File: src/rtl/mux_scan_pkg.sv
// Shared types and sizing for the 4:1 mux scan controller.
package mux_scan_pkg;

  localparam int unsigned NCH     = 4;
  localparam int unsigned SEL_W   = 2;
  localparam int unsigned DWELL_W = 8;

  typedef enum logic [0:0] {
    IDLE = 1'b0,
    SCAN = 1'b1
  } state_e;

endpackage

File: src/rtl/scan_dwell_cnt.sv
// Down-counter that paces per-channel settle time; zero flags the sample cycle.
module scan_dwell_cnt
  import mux_scan_pkg::*;
(
  input  logic               clk,
  input  logic               rst,
  input  logic               load,
  input  logic               en,
  input  logic [DWELL_W-1:0] value,
  output logic               zero
);

  logic [DWELL_W-1:0] cnt_q;

  // zero is kept as a register alongside the count so it is valid on the same edge
  always_ff @(posedge clk) begin
    if (rst) begin
      cnt_q <= '0;
      zero  <= 1'b1;
    end else if (load) begin
      cnt_q <= value;
      zero  <= (value == '0);
    end else if (en && !zero) begin
      cnt_q <= cnt_q - DWELL_W'(1);
      zero  <= (cnt_q == DWELL_W'(1));
    end
  end

endmodule

File: src/rtl/mux_scan_ctrl.sv
// Scans a 4:1 mux channel by channel and assembles one 4-bit frame per pass.
// Optional feature macro: SCAN_CHANGE_DETECT_EN (drop frames equal to the last loaded snap).
module mux_scan_ctrl
  import mux_scan_pkg::*;
#(
  parameter int unsigned DWELL = 4
) (
  input  logic             clk,
  input  logic             rst,
  input  logic             start,
  input  logic             stop,
  input  logic             mux_out,
  output logic [SEL_W-1:0] sel,
  output logic [NCH-1:0]   snap,
  output logic             snap_valid,
  input  logic             snap_ready,
  output logic             busy,
  output logic             overrun
);

  localparam logic [DWELL_W-1:0] RELOAD = DWELL_W'(DWELL - 1);

  state_e           state_q, state_d;
  logic [SEL_W-1:0] sel_d;
  logic [NCH-2:0]   shadow_q, shadow_d;
  logic [NCH-1:0]   snap_d;
  logic             snap_valid_d;
  logic             overrun_d;
  logic             stop_pend_q, stop_pend_d;
  logic             cnt_load, cnt_en, cnt_zero;
  logic [NCH-1:0]   frame_c;
  logic             dup_c;

  scan_dwell_cnt u_dwell (
    .clk   (clk),
    .rst   (rst),
    .load  (cnt_load),
    .en    (cnt_en),
    .value (RELOAD),
    .zero  (cnt_zero)
  );

  assign frame_c = {mux_out, shadow_q};

`ifdef SCAN_CHANGE_DETECT_EN
  logic have_snap_q, have_snap_d;

  // The first frame after reset has nothing to compare against and always goes out
  assign dup_c = have_snap_q && (frame_c == snap);

  always_ff @(posedge clk) begin
    if (rst) have_snap_q <= 1'b0;
    else     have_snap_q <= have_snap_d;
  end
`else
  assign dup_c = 1'b0;
`endif

  // Next-state, channel stepping and frame hand-off
  always_comb begin
    state_d      = state_q;
    sel_d        = sel;
    shadow_d     = shadow_q;
    snap_d       = snap;
    snap_valid_d = snap_valid;
    overrun_d    = overrun;
    stop_pend_d  = stop_pend_q;
    cnt_load     = 1'b0;
    cnt_en       = 1'b0;
`ifdef SCAN_CHANGE_DETECT_EN
    have_snap_d  = have_snap_q;
`endif

    if (snap_valid && snap_ready) snap_valid_d = 1'b0;

    case (state_q)
      IDLE: begin
        sel_d       = '0;
        stop_pend_d = 1'b0;
        if (start) begin
          state_d     = SCAN;
          cnt_load    = 1'b1;
          stop_pend_d = stop;
        end
      end

      SCAN: begin
        cnt_en = 1'b1;
        if (stop) stop_pend_d = 1'b1;
        if (cnt_zero) begin
          cnt_load = 1'b1;
          sel_d    = sel + SEL_W'(1);
          for (int i = 0; i < int'(NCH) - 1; i++) begin
            if (sel == SEL_W'(i)) shadow_d[i] = mux_out;
          end
          if (sel == SEL_W'(NCH - 1)) begin
            if (!dup_c) begin
              // A frame the consumer is not ready for is dropped, never overwrites snap
              if (!snap_valid || snap_ready) begin
                snap_d       = frame_c;
                snap_valid_d = 1'b1;
`ifdef SCAN_CHANGE_DETECT_EN
                have_snap_d  = 1'b1;
`endif
              end else begin
                overrun_d = 1'b1;
              end
            end
            if (stop_pend_q || stop) begin
              state_d     = IDLE;
              sel_d       = '0;
              stop_pend_d = 1'b0;
              cnt_load    = 1'b0;
            end
          end
        end
      end

      default: state_d = IDLE;
    endcase
  end

  always_ff @(posedge clk) begin
    if (rst) begin
      state_q     <= IDLE;
      sel         <= '0;
      shadow_q    <= '0;
      snap        <= '0;
      snap_valid  <= 1'b0;
      overrun     <= 1'b0;
      stop_pend_q <= 1'b0;
      busy        <= 1'b0;
    end else begin
      state_q     <= state_d;
      sel         <= sel_d;
      shadow_q    <= shadow_d;
      snap        <= snap_d;
      snap_valid  <= snap_valid_d;
      overrun     <= overrun_d;
      stop_pend_q <= stop_pend_d;
      busy        <= (state_d != IDLE);
    end
  end

endmodule

File: config.mk
export PLATFORM = sky130hd
export DESIGN_NAME = mux_scan_ctrl
export DESIGN_NICKNAME = d
export VERILOG_FILES = /design/src/rtl/mux_scan_pkg.sv /design/src/rtl/scan_dwell_cnt.sv /design/src/rtl/mux_scan_ctrl.sv
export SDC_FILE = /design/constraint.sdc
export NUM_CORES = 1
export LEC_CHECK = 0
export ABC_CLOCK_PERIOD_IN_PS = 2700
export BUFFER_PORTS_ARGS = -buffer_cell sky130_fd_sc_hd__buf_2
export CAP_MARGIN = 20
export CORE_ASPECT_RATIO = 0.7
export CORE_MARGIN = 2
export CORE_UTILIZATION = 40
export DETAILED_ROUTE_END_ITERATION = 6
export PLACE_DENSITY = 0.66
export SETUP_SLACK_MARGIN = 0.15
export SYNTH_ARGS = -nofsm -noshare
export SYNTH_HDL_FRONTEND = slang
export SYNTH_SLANG_ARGS = --single-unit
File: constraint.sdc
create_clock -name clk -period 2.7 [get_ports clk]
set_input_delay 0 -clock clk [delete_from_list [all_inputs] [get_ports clk]]
set_output_delay 0 -clock clk [all_outputs]
set_load 0.1 [all_outputs]
; ---- Yosys cells after proc, flatten, opt, wreduce, memory -nomap -nowiden
; Index checks and enable logic that the tools add are counted.
[word_totals]
wordCells = 62
reg_bits = 22
out_inout_bits = 9
inputBits = 6
[classes]
n_reduce_logical = 14
n_bitwise = 2
n_mux = 27
n_eq_ne = 5
addsub = 2
[ops]
columns = operator, n
row1 = $mux 1, 18
row2 = $mux 2, 5
row3 = $reduce_and 3->1, 3
row4 = $eq 8x1->1 const B, 1
row5 = $reduce_and 4->1, 2
row6 = $sub 8x1->8 const B, 1
row7 = $pmux 1 s2, 3
row8 = $eq 2x2->1 const B, 2
row9 = $pmux 2 s2, 1
row10 = $add 2x1->2 const B, 1
row11 = $eq 2x1->1 const B, 1
row12 = $logic_and 1x1->1, 2
row13 = $logic_not 1->1, 2
row14 = $logic_not 2->1, 1
row15 = $logic_or 1x1->1, 2
row16 = $ne 2x1->1 const B, 1
row17 = $not 1->1, 2
row18 = $reduce_bool 2->1, 1
row19 = $reduce_or 2->1, 1

; ---- Longest topological paths before layout
; Gate-level depths: netlist (run 1).
[logic_depth]
ltp_word = 6
mapped_depth = 5
ltp_nobuf = 5

; ---- Cells and area by module
; From an unflattened synthesis (run 1), not the netlist that was laid out.
[hier_totals]
hier_cells = 127
hier_area_um2 = 1161.1
[modules_own_cells]
columns = mod, area_each_um2, seq_area_each_um2, instances, cells_per_inst
row1 = mux_scan_ctrl, 653.1, 260.2, 1, 69
row2 = scan_dwell_cnt, 508.0, 180.2, 1, 58

; ---- Worst setup path before layout (run 1)
; No wires, ideal clock.
[synth_timing]
path_type = reg2reg
from = register state_q
to = register u_dwell.cnt_q[7]
arrival_ns = 2.152
setup_time_ns = 0.070
stages_incl_launch_ff = 5
period_less_slack_ns = 2.222
t_required_ns = 2.630
path_buffers = 1
slack_ns = 0.478
path_cell_list = dfxtp_1 or3b_1 buf_2 or4_1 a21oi_1
[synth_between]
elab_chain_cells = 3
word_cells_on_any_way = 5
cone_classes = mux (2) / bitwise (1) / reduce/logical (2)
[synth_lines]
columns = item, line
row1 = from (decl), mux_scan_ctrl.sv:23  ; state_e state_q, state_d;
row2 = from (signal assigned), mux_scan_ctrl.sv:134  ; state_q <= state_d;
row3 = $not 1->1, n/a
row4 = $pmux 1 s2, mux_scan_ctrl.sv:76  ; case (state_q)
row5 = $reduce_or 2->1 (no source line), n/a
row6 = to (signal assigned), scan_dwell_cnt.sv:21  ; cnt_q <= value;
row7 = to (signal assigned), scan_dwell_cnt.sv:24  ; cnt_q <= cnt_q - DWELL_W'(1);
row8 = to (decl), scan_dwell_cnt.sv:13  ; logic [DWELL_W-1:0] cnt_q;
; Parallel ways exist; a longest one is shown, timed or not.
; A chain may end at the register's enable or synchronous reset.

; ---- Worst setup path after layout (run 1)
; Same ends and word-level chain as after synthesis.

==> results of run 1 <==
==> synthesized netlist by cell type, drive strengths merged (2+ instances only) <==
cell type	n	area [sq um]
dfxtp	22	440.4
a21oi	14	70.07
nand3	10	50.05
o21ai	9	45.04
nor2	7	26.28
ha	6	75.07
inv	6	22.52
clkbuf	4	15.01
mux2i	4	40.04
or3	4	25.02
o31ai	3	22.52
or4	3	22.52
a221o	2	20.02
nand2	2	7.510
nor2b	2	12.51
o211ai	2	15.01
==> per-layer routing <==
layer  track usage  vias up  part of all wire
met5             0        -                 0
met4       0.03913        0            0.0078
met1        0.2399      376              0.57
met2        0.1917       21              0.36
li1              -      442                 -
met3       0.05693        2             0.061
==> flip-flops by register name, indices dropped and copies added (netlist names) <==
name,flops
overrun,1
sel,2
shadow_q,3
snap,4
snap_valid,1
state_q,1
stop_pend_q,1
u_dwell.cnt_q,8
u_dwell.zero,1
==> path summary, 6_finish.rpt <==
check                                  end  depth (start not counted)
max          u_dwell.cnt_q[7]$_SDFFE_PP0P_                          3
min                   overrun$_SDFFE_PP0P_                          2
max reg2reg  u_dwell.cnt_q[7]$_SDFFE_PP0P_                          3
min reg2reg           snap[2]$_SDFFE_PP0P_                          2
==> metrics by stage <==
step / area (sq um) / util
2_1_floorplan: 1005 / -
4_1_cts: 1164 / 0.4806
6_report: 1164 / 0.4806
3_3_place_gp: 1097 / 0.4532
5_1_grt: 1164 / 0.4806
3_5_place_dp: 1097 / 0.4532
==> final cells by class <==
cell class | count | area, sq um | share of cell area
inverters | 6 | 22.52 | 0.01935
flip-flops and latches | 22 | 440.4 | 0.3785
repair buffers | 17 | 100.1 | 0.08602
clock buffers | 4 | 36.28 | 0.03118
multi-input cells | 80 | 521.8 | 0.4484
well taps | 34 | 42.54 | 0.03656
==> power by group <==
group / total (uW) / switching, uW / internal [uW] / leakage (uW)
Clock: 180 / 97.5 / 82.3 / 0.0000210
Sequential: 350 / 15.5 / 335 / 0.000179
Combinational: 77.0 / 48.3 / 28.7 / 0.000274
Total: 607 / 161 / 446 / 0.000474
==> what timing repair did <==
| item | 4_1_cts | 5_1_grt |
|---|---|---|
| hold buffers | 3 | 0 |
| gates resized for setup | 0 | 0 |
| buffers inserted | 0 | 0 |
| endpoints found under the hold margin | 4 | 0 |
==> critical path, cell delays in order (launching register included) <==
cell     delay [ns]
dfxtp_1        0.62
or3b_1         0.49
or4_1          0.52
a21oi_1        0.16
==> logic make-up after synthesis <==
| logic type | after synthesis | synth area share |
|---|---|---|
| AOI/OAI and AO/OA | 32 | 0.1893 |
| DFF | 22 | 0.4384 |
| buffers and inverters | 11 | 0.04233 |
| muxes | 4 | 0.03985 |
| and+or+nand+nor | 37 | 0.2067 |
| adders and majority gates | 6 | 0.07472 |
| xor gates and xnor gates | 1 | 0.008719 |
==> impl_metrics.env, run 1 <==
export IMPL_rsz0062_at_grt="false"
export IMPL_worstSetupEndpointType="register"
export IMPL_grt_max_degree=18
export IMPL_instances_no_fill=163
export IMPL_synth_ff_type="dfxtp_1"
export IMPL_min_from="rst"
export IMPL_maxSlewViolCount=0
export IMPL_ir_drop_mv=0.3341
export IMPL_drc=0
export IMPL_drv_cap=0
export IMPL_final_common_cell="dfxtp_1"
export IMPL_synth_cells=113
export IMPL_clk_pin_slew_ns=0.12
export IMPL_syn_nets=125
export IMPL_io_buffers=14
export IMPL_fin_skew_ns=0.01013
export IMPL_grt_pass1_wl_microns=3422
export IMPL_max_slew_margin=0.6756
export IMPL_clock_sinks=22
export IMPL_htree_levels=1
export IMPL_area_growth_pct=15.82
export IMPL_max_freq_ghz=0.5404
export IMPL_root_buffer="clkbuf_4"
export IMPL_hpwl_microns=1489
export IMPL_num_fill_cells=255
export IMPL_die_y_microns=45.93
export IMPL_ios=15
export IMPL_clk_latency_ns=0.31
export IMPL_vias=841
export IMPL_regToRegStartpoint="state_q$_SDFF_PP0_"
export IMPL_fp_dieArea_sq_um=2935
export IMPL_postRouteAntennaNets=0
export IMPL_die_w_microns=63.90
export IMPL_synthArstFlopShare=0
export IMPL_initial_utilization=0.4150
export IMPL_max_slew_worst_pin_slew_ns=0.4900
export IMPL_power_total_uw=607.3
export IMPL_fp_row_count=15
export IMPL_crit_arrival_ns=2.10
export IMPL_grt_pass1_vias=716
export IMPL_drt_wl_total_microns=2058
export IMPL_finalNetCount=142
export IMPL_hold_viol=0
export IMPL_detail_route_first_pass_iterations=4
export IMPL_cts_tree="yes"
export IMPL_yosys_cell_types_count=29
export IMPL_track_usage=0.1546
export IMPL_power_density_nw_per_um2=521.9
export IMPL_status="completed"
export IMPL_final_cell_mix="dfxtp_1, a21oi_1, buf_2, nand3_1, o21ai_0"
export IMPL_ff2ff_setup_slack_ns=0.85
export IMPL_startpoint="state_q$_SDFF_PP0_"
export IMPL_synth_area_per_cell_sq_um=8.891
export IMPL_yosysSeqAreaShare=0.4384
export IMPL_antenna_cells=0
export IMPL_drt_iter0_markers=22
export IMPL_antenna_found_initial=0
export IMPL_yosys_warnings=0
export IMPL_finalCritPeriodShare=0.6853
export IMPL_critical_path_required_ns=2.95
export IMPL_path_max_fanout=16
export IMPL_hold_ws_ns=0.05568
export IMPL_dp_cells=156
export IMPL_fin_tns_setup_ns=0
export IMPL_numCtsBuffers=3
export IMPL_setup_violations=0
export IMPL_pre_cts_ws_ns=0.9022
export IMPL_worstSetupStartpointType="register"
export IMPL_path_class="reg -> reg"
export IMPL_layout_drive_gt1_share=0.1473
export IMPL_viasPerCell=5.160
export IMPL_hold_class="in -> reg"
export IMPL_grt_overflow=0
export IMPL_wl_per_cell_microns=12.63
export IMPL_coreArea_sq_um=2421
export IMPL_setup_slack_ns=0.8497
export IMPL_gp_congestion=0.7767
export IMPL_p_leak_uw=0.0004742
export IMPL_synth_seq_cells=22
export IMPL_period_minus_slack_ns=1.850
export IMPL_netlist_area_sq_um=1005
export IMPL_clockBufferDepth=2
export IMPL_synth_edf_count=0
Power figures use the tool's default switching activity.
==> run 2, diff against run 1 <==
- ABC_CLOCK_PERIOD_IN_PS: 2700 -> 1500
- PLACE_DENSITY: 0.66 -> 0.69
- clock period: 2.7 -> 1.5 ns (I/O delays scaled with it)
==> impl_metrics.env, run 2 (same netlist as run 1, synthesis figures left out) <==
export IMPL_postRouteAntennaNets=0
export IMPL_pre_cts_ws_ns=-0.004100
export IMPL_hpwl_microns=1515
export IMPL_hold_class="in -> reg"
export IMPL_p_leak_uw=0.0005058
export IMPL_gp_congestion=0.7859
export IMPL_power_density_nw_per_um2=856.9
export IMPL_fp_row_count=15
export IMPL_hold_viol=0
export IMPL_crit_arrival_ns=1.74
export IMPL_drv_cap=0
export IMPL_setup_violations=0
export IMPL_max_flop_register="u_dwell.cnt_q"
export IMPL_clock_sinks=22
export IMPL_antenna_found_initial=0
export IMPL_io_buffers=14
export IMPL_rsz0062_at_grt="true"
export IMPL_die_w_microns=63.90
export IMPL_track_usage=0.1541
export IMPL_finalCritPeriodShare=0.9916
export IMPL_period_minus_slack_ns=1.487
export IMPL_layout_drive_gt1_share=0.2963
export IMPL_worstSetupEndpointType="register"
export IMPL_max_freq_ghz=0.6723
export IMPL_max_slew_margin=0.6763
export IMPL_clockBufferDepth=2
export IMPL_reg2regPathDepth=3
export IMPL_grt_overflow=0
export IMPL_coreArea_sq_um=2421
export IMPL_largest_reg_flops=8
export IMPL_drc=0
export IMPL_detail_route_first_pass_iterations=4
export IMPL_cts_tree="yes"
export IMPL_stdcell_area_sq_um=1259
export IMPL_viasPerCell=5.337
export IMPL_antenna_cells=0
export IMPL_numCtsBuffers=3
export IMPL_setup_slack_ns=0.01261
export IMPL_htree_levels=1
export IMPL_root_buffer="clkbuf_4"
export IMPL_ios=15
export IMPL_final_common_cell="dfxtp_1"
export IMPL_fp_dieArea_sq_um=2935
export IMPL_postPlaceCellArea_sq_um=1125
export IMPL_max_slew_worst_pin_slew_ns=0.4889
export IMPL_wl_per_cell_microns=13.39
export IMPL_critical_path_required_ns=1.75
export IMPL_die_y_microns=45.93
export IMPL_grt_pass1_wl_microns=3456
export IMPL_initial_utilization=0.4150
export IMPL_grt_pass1_vias=805
export IMPL_grt_max_degree=18
export IMPL_whs_path_depth=2
export IMPL_final_cell_mix="dfxtp_1, a21oi_1, buf_2, nand3_1, o21ai_0"
export IMPL_vias=902
export IMPL_path_class="reg -> reg"
export IMPL_fin_skew_ns=0.003134
export IMPL_worstSetupStartpointType="register"
export IMPL_clk_pin_slew_ns=0.12
export IMPL_finalNetCount=148
export IMPL_area_growth_pct=25.28
export IMPL_largestRegisters="u_dwell.cnt_q x8, snap x4, shadow_q x3"
export IMPL_maxSlewViolCount=0
export IMPL_path_max_fanout=3
export IMPL_ir_drop_mv=0.4516
export IMPL_drt_iter0_markers=32
export IMPL_status="completed"
export IMPL_drt_wl_total_microns=2263
export IMPL_clk_latency_ns=0.31
==> run 2: worst paths after layout <==
| check | slack, ns | start | to |
|---|---|---|---|
| min reg2reg | 0.48 | shadow_q[2]$_SDFFE_PP0P_ | snap[2]$_SDFFE_PP0P_ |
| max reg2reg | 0.01 | u_dwell.cnt_q[2]$_SDFFE_PP0P_ | u_dwell.cnt_q[5]$_SDFFE_PP0P_ |
| min | 0.04 | rst | shadow_q[1]$_SDFFE_PP0P_ |
| max | 0.01 | u_dwell.cnt_q[2]$_SDFFE_PP0P_ | u_dwell.cnt_q[5]$_SDFFE_PP0P_ |
==> run 2: area by class of cell <==
class / instances / area [sq um]
clock buffers: 3 / 22.52
repair buffers: 23 / 147.6
well taps: 34 / 42.54
flip-flops and latches: 22 / 460.4
fillers: 225 / 1162
clock inverters: 1 / 3.754
multi-input cells: 80 / 559.3
inverters: 6 / 22.52
==> run 2: critical path: stages, from the launching register on <==
cell and delay, ns:
dfxtp_2 0.35, or4b_4 0.54, or4_4 0.42, a21oi_1 0.12
==> run 2: metal layers <==
| metal | GRT usage | vias up | share of wire |
|---|---|---|---|
| met5 | 0 | - | 0 |
| met1 | 0.1904 | 420 | 0.47 |
| li1 | - | 451 | - |
| met4 | 0.06522 | 0 | 0.013 |
| met3 | 0.04703 | 4 | 0.057 |
| met2 | 0.2542 | 27 | 0.46 |
==> run 2: repair_timing <==
action / in CTS / in global routing
hold buffers: 3 / 0
setup endpoints to repair: 7 / 8
pin swaps: 4 / 2
setup buffers: 3 / 1
resized for setup: 7 / 9
hold endpoints to repair: 5 / 0
==> run 2: metrics by stage <==
step	hold WS [ns]	cells	power (uW)	setup TNS, ns	util
6_report	0.03957	169	1079	0	0.5199
5_1_grt	0.04913	169	1126	-0.03195	0.5199
4_1_cts	0.02591	168	1074	0	0.5080
3_5_place_dp	0.3072	158	778.4	-0.004100	0.4646
3_3_place_gp	0.2958	158	773.9	0	0.4646
2_1_floorplan	0.1439	113	739.6	-0.4670	-
==> run 2: where the power goes <==
part	total [uW]	internal [uW]	switching (uW)
Sequential	618	601	16.8
Clock	282	97.3	184
Combinational	180	72.2	107
Total	1080	770	308
==> run 3, diff against run 2 <==
- REMOVE_ABC_BUFFERS: not set -> 1
==> impl_metrics.env, run 3 (same netlist as run 1, synthesis figures left out) <==
export IMPL_status="completed"
export IMPL_max_slew_worst_pin_slew_ns=0.4888
export IMPL_clock_sinks=22
export IMPL_pwr_share_comb=0.181
export IMPL_hpwl_microns=1559
export IMPL_vias=917
export IMPL_power_density_nw_per_um2=833.1
export IMPL_worstSetupEndpointType="register"
export IMPL_max_flop_register="u_dwell.cnt_q"
export IMPL_seqPwrFrac=0.577
export IMPL_drt_wl_total_microns=2315
export IMPL_numCtsBuffers=3
export IMPL_track_usage=0.1659
export IMPL_die_w_microns=63.90
export IMPL_antenna_found_initial=0
export IMPL_grt_overflow=0
export IMPL_largest_reg_flops=8
export IMPL_fp_dieArea_sq_um=2935
export IMPL_final_cell_mix="dfxtp_1, buf_2, a21oi_1, nand3_1, buf_4"
export IMPL_finalNetCount=153
export IMPL_path_class="reg -> reg"
export IMPL_root_buffer="clkbuf_4"
export IMPL_layout_drive_gt1_share=0.3165
export IMPL_wl_per_cell_microns=13.38
export IMPL_p_leak_uw=0.0005318
export IMPL_largestRegisters="u_dwell.cnt_q x8, snap x4, shadow_q x3"
export IMPL_whs_path_depth=2
export IMPL_reg2regPathDepth=3
export IMPL_setup_violations=0
export IMPL_fin_tns_setup_ns=0
export IMPL_clk_latency_ns=0.30
export IMPL_hold_class="in -> reg"
export IMPL_crit_arrival_ns=1.72
export IMPL_path_max_fanout=3
export IMPL_hold_viol=0
export IMPL_grt_pass1_wl_microns=3677
export IMPL_final_common_cell="dfxtp_1"
export IMPL_fin_skew_ns=0.004159
export IMPL_power_switching_uw=296.8
export IMPL_gp_congestion=0.7396
export IMPL_finalCritPeriodShare=0.9817
export IMPL_drv_cap=0
export IMPL_max_slew_margin=0.6764
export IMPL_max_freq_ghz=0.6791
export IMPL_worstSetupStartpointType="register"
export IMPL_grt_pass1_vias=833
export IMPL_die_y_microns=45.93
export IMPL_pwr_share_clk=0.243
export IMPL_initial_utilization=0.4150
export IMPL_swShare=0.2770
export IMPL_coreArea_sq_um=2421
export IMPL_register_area_sq_um=451.7
export IMPL_multi_input_area_sq_um=560.5
export IMPL_clockBufferDepth=2
export IMPL_grt_max_degree=18
export IMPL_antenna_cells=0
export IMPL_p_int_uw=774.7
export IMPL_cts_tree="yes"
export IMPL_fp_row_count=15
export IMPL_viasPerCell=5.301
export IMPL_ios=15
export IMPL_hold_ws_ns=0.06933
export IMPL_htree_levels=1
export IMPL_maxSlewViolCount=0
export IMPL_drc=0
export IMPL_detail_route_first_pass_iterations=4
export IMPL_ir_drop_mv=0.4520
export IMPL_critical_path_required_ns=1.75
export IMPL_area_growth_pct=28.02
export IMPL_period_minus_slack_ns=1.473
export IMPL_rsz0062_at_grt="true"
export IMPL_postRouteAntennaNets=0
export IMPL_num_fill_cells=231
export IMPL_drt_iter0_markers=37
export IMPL_clk_pin_slew_ns=0.12
export IMPL_fin_util=0.5313
export IMPL_io_buffers=14
[run 3: cell types whose count changed in the layout (fill, tap and decap cells not counted), sizes merged]
cell,change
clkinv,-1
clkbuf,-1
buf,+6
[run 3: final cells by class]
| cell class | count | area share |
|---|---|---|
| Sequential cell | 22 | 0.3512 |
| Tap cell | 34 | 0.03307 |
| Clock buffer | 3 | 0.01751 |
| Multi-Input combinational cell | 80 | 0.4358 |
| Inverter | 6 | 0.01751 |
| Timing Repair Buffer | 28 | 0.1449 |
[run 3: worst paths after layout]
kind | slack, ns | startpoint | to
setup / recovery | 0.03 | u_dwell.cnt_q[2]$_SDFFE_PP0P_ | u_dwell.cnt_q[5]$_SDFFE_PP0P_
hold / removal | 0.07 | rst | shadow_q[1]$_SDFFE_PP0P_
setup reg to reg | 0.03 | u_dwell.cnt_q[2]$_SDFFE_PP0P_ | u_dwell.cnt_q[5]$_SDFFE_PP0P_
hold reg to reg | 0.48 | snap[3]$_SDFFE_PP0P_ | snap[3]$_SDFFE_PP0P_
[run 3: power groups by stage]
stage,combinational (uW),clock [uW],sequential [uW]
finish,193,260,618
floorplan,71.0,0,662
global placement,155,0,629
CTS,178,271,618
global route,211,288,621
detailed placement,160,0,629
[run 3: timing repair]
item	in CTS	in global routing
endpoints found under the setup margin	8	8
buffers inserted	5	1
pin swaps	7	5
gates resized for setup	11	9
hold buffers	3	0
endpoints found under the hold margin	5	0
[run 3: through the flow]
step           instances  instance area, sq um  setup WS (ns)  power, uW
3_3_place_gp         161                  1135        0.01516      783.6
3_5_place_dp         161                  1135       -0.02623      789.3
5_1_grt              173                  1286       -0.02510       1120
6_report             173                  1286        0.02747       1072
2_1_floorplan        108                 984.7        -0.8157      733.2
4_1_cts              172                  1256        0.02456       1068
[run 3: worst max-delay path, cell delays in order (launching register included)]
cell and delay [ns]:
dfxtp_2 0.34, or4b_4 0.54, or4_4 0.43, a21oi_2 0.11
[run 3: metal layers]
layer  routed length [microns]  track usage  up-vias
met2                      1074       0.2625       13
met1                      1149       0.2186      435
li1                          -            -      467
met4                        12      0.04348        0
met3                        79      0.05693        2
met5                         0            0        -
